## config.mk

```make
export PLATFORM = sky130hd
export DESIGN_NAME = param_expect
export DESIGN_NICKNAME = d
export VERILOG_FILES = /design/src/rtl/param_response_checker_expect.sv
export SDC_FILE = /design/constraint.sdc
export NUM_CORES = 1
export LEC_CHECK = 0
export BUFFER_PORTS_ARGS = -buffer_cell sky130_fd_sc_hd__buf_2
export CORE_AREA = 2 2 39 41
export DETAILED_ROUTE_END_ITERATION = 8
export DIE_AREA = 0 0 41 43
export SLEW_MARGIN = 40
export SYNTH_ARGS = -nofsm -noshare
export SYNTH_HDL_FRONTEND = slang
export SYNTH_SLANG_ARGS = --single-unit
export TNS_END_PERCENT = 50
```

## constraint.sdc

```tcl
create_clock -name vclk -period 1.8
set_input_delay 0.36 -clock vclk [all_inputs]
set_output_delay 0.36 -clock vclk [all_outputs]
set_load 0.05 [all_outputs]
```

## src/rtl/param_response_checker_expect.sv

```systemverilog
// Combinational expected-value and mismatch generation for an inverter response.
// INVERT=1 expects the bitwise complement of the stimulus; INVERT=0 expects a pass-through.
module param_expect #(
    parameter int WIDTH  = 8,
    parameter bit INVERT = 1'b1
) (
    input  logic [WIDTH-1:0] stim_i,
    input  logic [WIDTH-1:0] resp_i,
    output logic [WIDTH-1:0] expected_o,
    output logic             mismatch_o
);

    generate
        if (INVERT) begin : g_invert
            assign expected_o = ~stim_i;
        end else begin : g_pass
            assign expected_o = stim_i;
        end
    endgenerate

    assign mismatch_o = (resp_i != expected_o);

endmodule

```

==> results_dict.tcl <==
set metrics [dict create \
    overflow 0 \
    path_delay_family "simple AND/OR/NAND/NOR gates" \
    fillers 159 \
    syn_to_final_growth_pct 125 \
    hp-start "stim_i[1]" \
    combinationalPowerShare 1.000 \
    end_kind "output port" \
    grt_setup_unrepaired "false" \
    fin_nets 62 \
    firstDrtPassIters 2 \
    grt_start_max_net_pins 3 \
    setup_viol 0 \
    synth.net_count 35 \
    setup_slack_ns 0.255 \
    drv_cap 0 \
    worstSetupStartpointType "input pin" \
    fin_crit_sh 0.858 \
    multiInputGateArea_um2 86.3 \
    path_buf_inv 2 \
    viasPerCell 3.33 \
    fmax_ghz 0.647 \
    p_sw_frac 0.627 \
    vias 200 \
    pwr-share-clk 0 \
    ant_nets 0 \
    min_path_type "in2out" \
    rows 14 \
    path_class "in2out" \
    dieArea_mm2 0.00176 \
    required_ns 1.44 \
    yosysTopAreaCellShare 0.602 \
    synth_warnings 0 \
    synth_cells 19 \
    seqPwrFrac 0 \
    syn-cell-area_um2 116 \
    antenna_found_initial 0 \
    met1_usage 0.0380 \
    start_util 0.0841 \
    slowest_delay_ns 0.30 \
    yosys.area.top_type "xnor2_1" \
    grt_pass1_vias 127 \
    status "completed" \
    dieWidth_um 41 \
    syn_avg_cell_area_um2 6.12 \
    crit_start "stim_i[1]" \
    grt.met3_usage 0 \
    cts_hold_buf 0 \
    pin_count 25 \
    crit_top_cell "buf_2" \
    worstPathArrival_ns 1.19 \
    design.seq.count 0 \
    slew_viol_final 0 \
    globalplace.congestion 0.612 \
    drive_gt1_frac 0.568 \
    post-route-min-period_ns 1.55 \
    critical_path.max_fanout 2 \
    slowest_stage "nor4_1" \
    worstPathCellList "buf_2, xnor2_1, nor4_1, nand2_1, buf_2" \
    finalWirelength_um 371 \
    drc 0 \
    ys_seq_area_frac 0 \
    finalSetupTns_ns 0 \
    leakage_uw 0.000157 \
    portBuffers 25 \
    die_h_um 43 \
    p_int_uw 32.6 \
    hold_violations 0 \
    grt_pass1_wl_um 448 \
    switchingPower_uw 54.8 \
    post_drt_wl_per_cell_um 6.18 \
    antenna_cells 0 \
    power.density_mw_per_mm2 334 \
    regArea_um2 0 \
    use_met2 0.0688 \
    clock_buffers 0 \
    drt_iter0_markers 1 \
    peakVddDrop_mv 0.0672 \
    ys_top_cells_by_area "xnor2_1 (60%), inv_1 (26%), nor4_1 (11%)" \
    yosysUniqueCellTypes 4 \
    post-cts-setup-buffers 0 \
    cts_resized 0 \
    worstMarginPinSlew_ns 0.252 \
    hpwl_um 351 \
    grt_use_total 0.0340 \
    core_area_mm2 0.00138 \
    dpl_worst_slack_ns 0.226 \
    slew_headroom 0.831 \
    grt_most_used_layer "met2" \
]
final cells by class:
class                           count  area share
Inverter                            8       0.115
Multi-Input combinational cell     11       0.330
Tap cell                           16      0.0766
Timing Repair Buffer               25       0.478
cell usage in the layout (no fill, tap or decap):
cell type / synthesis / final
nand2_1: 1 / 1
nor4_1: 2 / 2
inv_1: 8 / 8
xnor2_1: 8 / 8
buf_2: 0 / 25
through the flow:
step           power (µW)  cells  utilization  hold slack [ns]  instance area (µm²)
6_report             87.3     60        0.189             1.04                  262
5_1_grt              94.5     60        0.189             1.05                  262
3_5_place_dp         88.0     60        0.189             1.04                  262
2_1_floorplan        55.4     19            -            0.896                  116
3_3_place_gp         88.4     60        0.189             1.04                  262
4_1_cts              88.5     60        0.189             1.04                  262
cell usage after synthesis:
cell     count
inv_1        8
nand2_1      1
nor4_1       2
xnor2_1      8
metal layers:
| layer | share of wire | wire length [µm] |
|---|---|---|
| met1 | 0.36 | 133 |
| met2 | 0.34 | 126 |
| met3 | 0.30 | 111 |
| met4 | 0 | 0 |
| met5 | 0 | 0 |
cell families (layout without fill, tap and decap cells):
logic type	count (synthesis)	in the layout	synth area share
xor+xnor	8	8	0.602
buf+inv	8	33	0.258
simple gates	3	3	0.140
power by group through the flow:
stage	registers [µW]	logic, µW	clock network (µW)
finish	0	87.3	0
global route	0	94.5	0
CTS	0	88.5	0
detailed placement	0	88.0	0
global placement	0	88.4	0
floorplan	0	55.4	0
worst paths after layout:
kind                        end  slack (ns)  depth (start not counted)
setup / recovery     mismatch_o        0.25                          5
hold / removal    expected_o[1]        1.04                          3
Power figures use the tool's default switching activity.
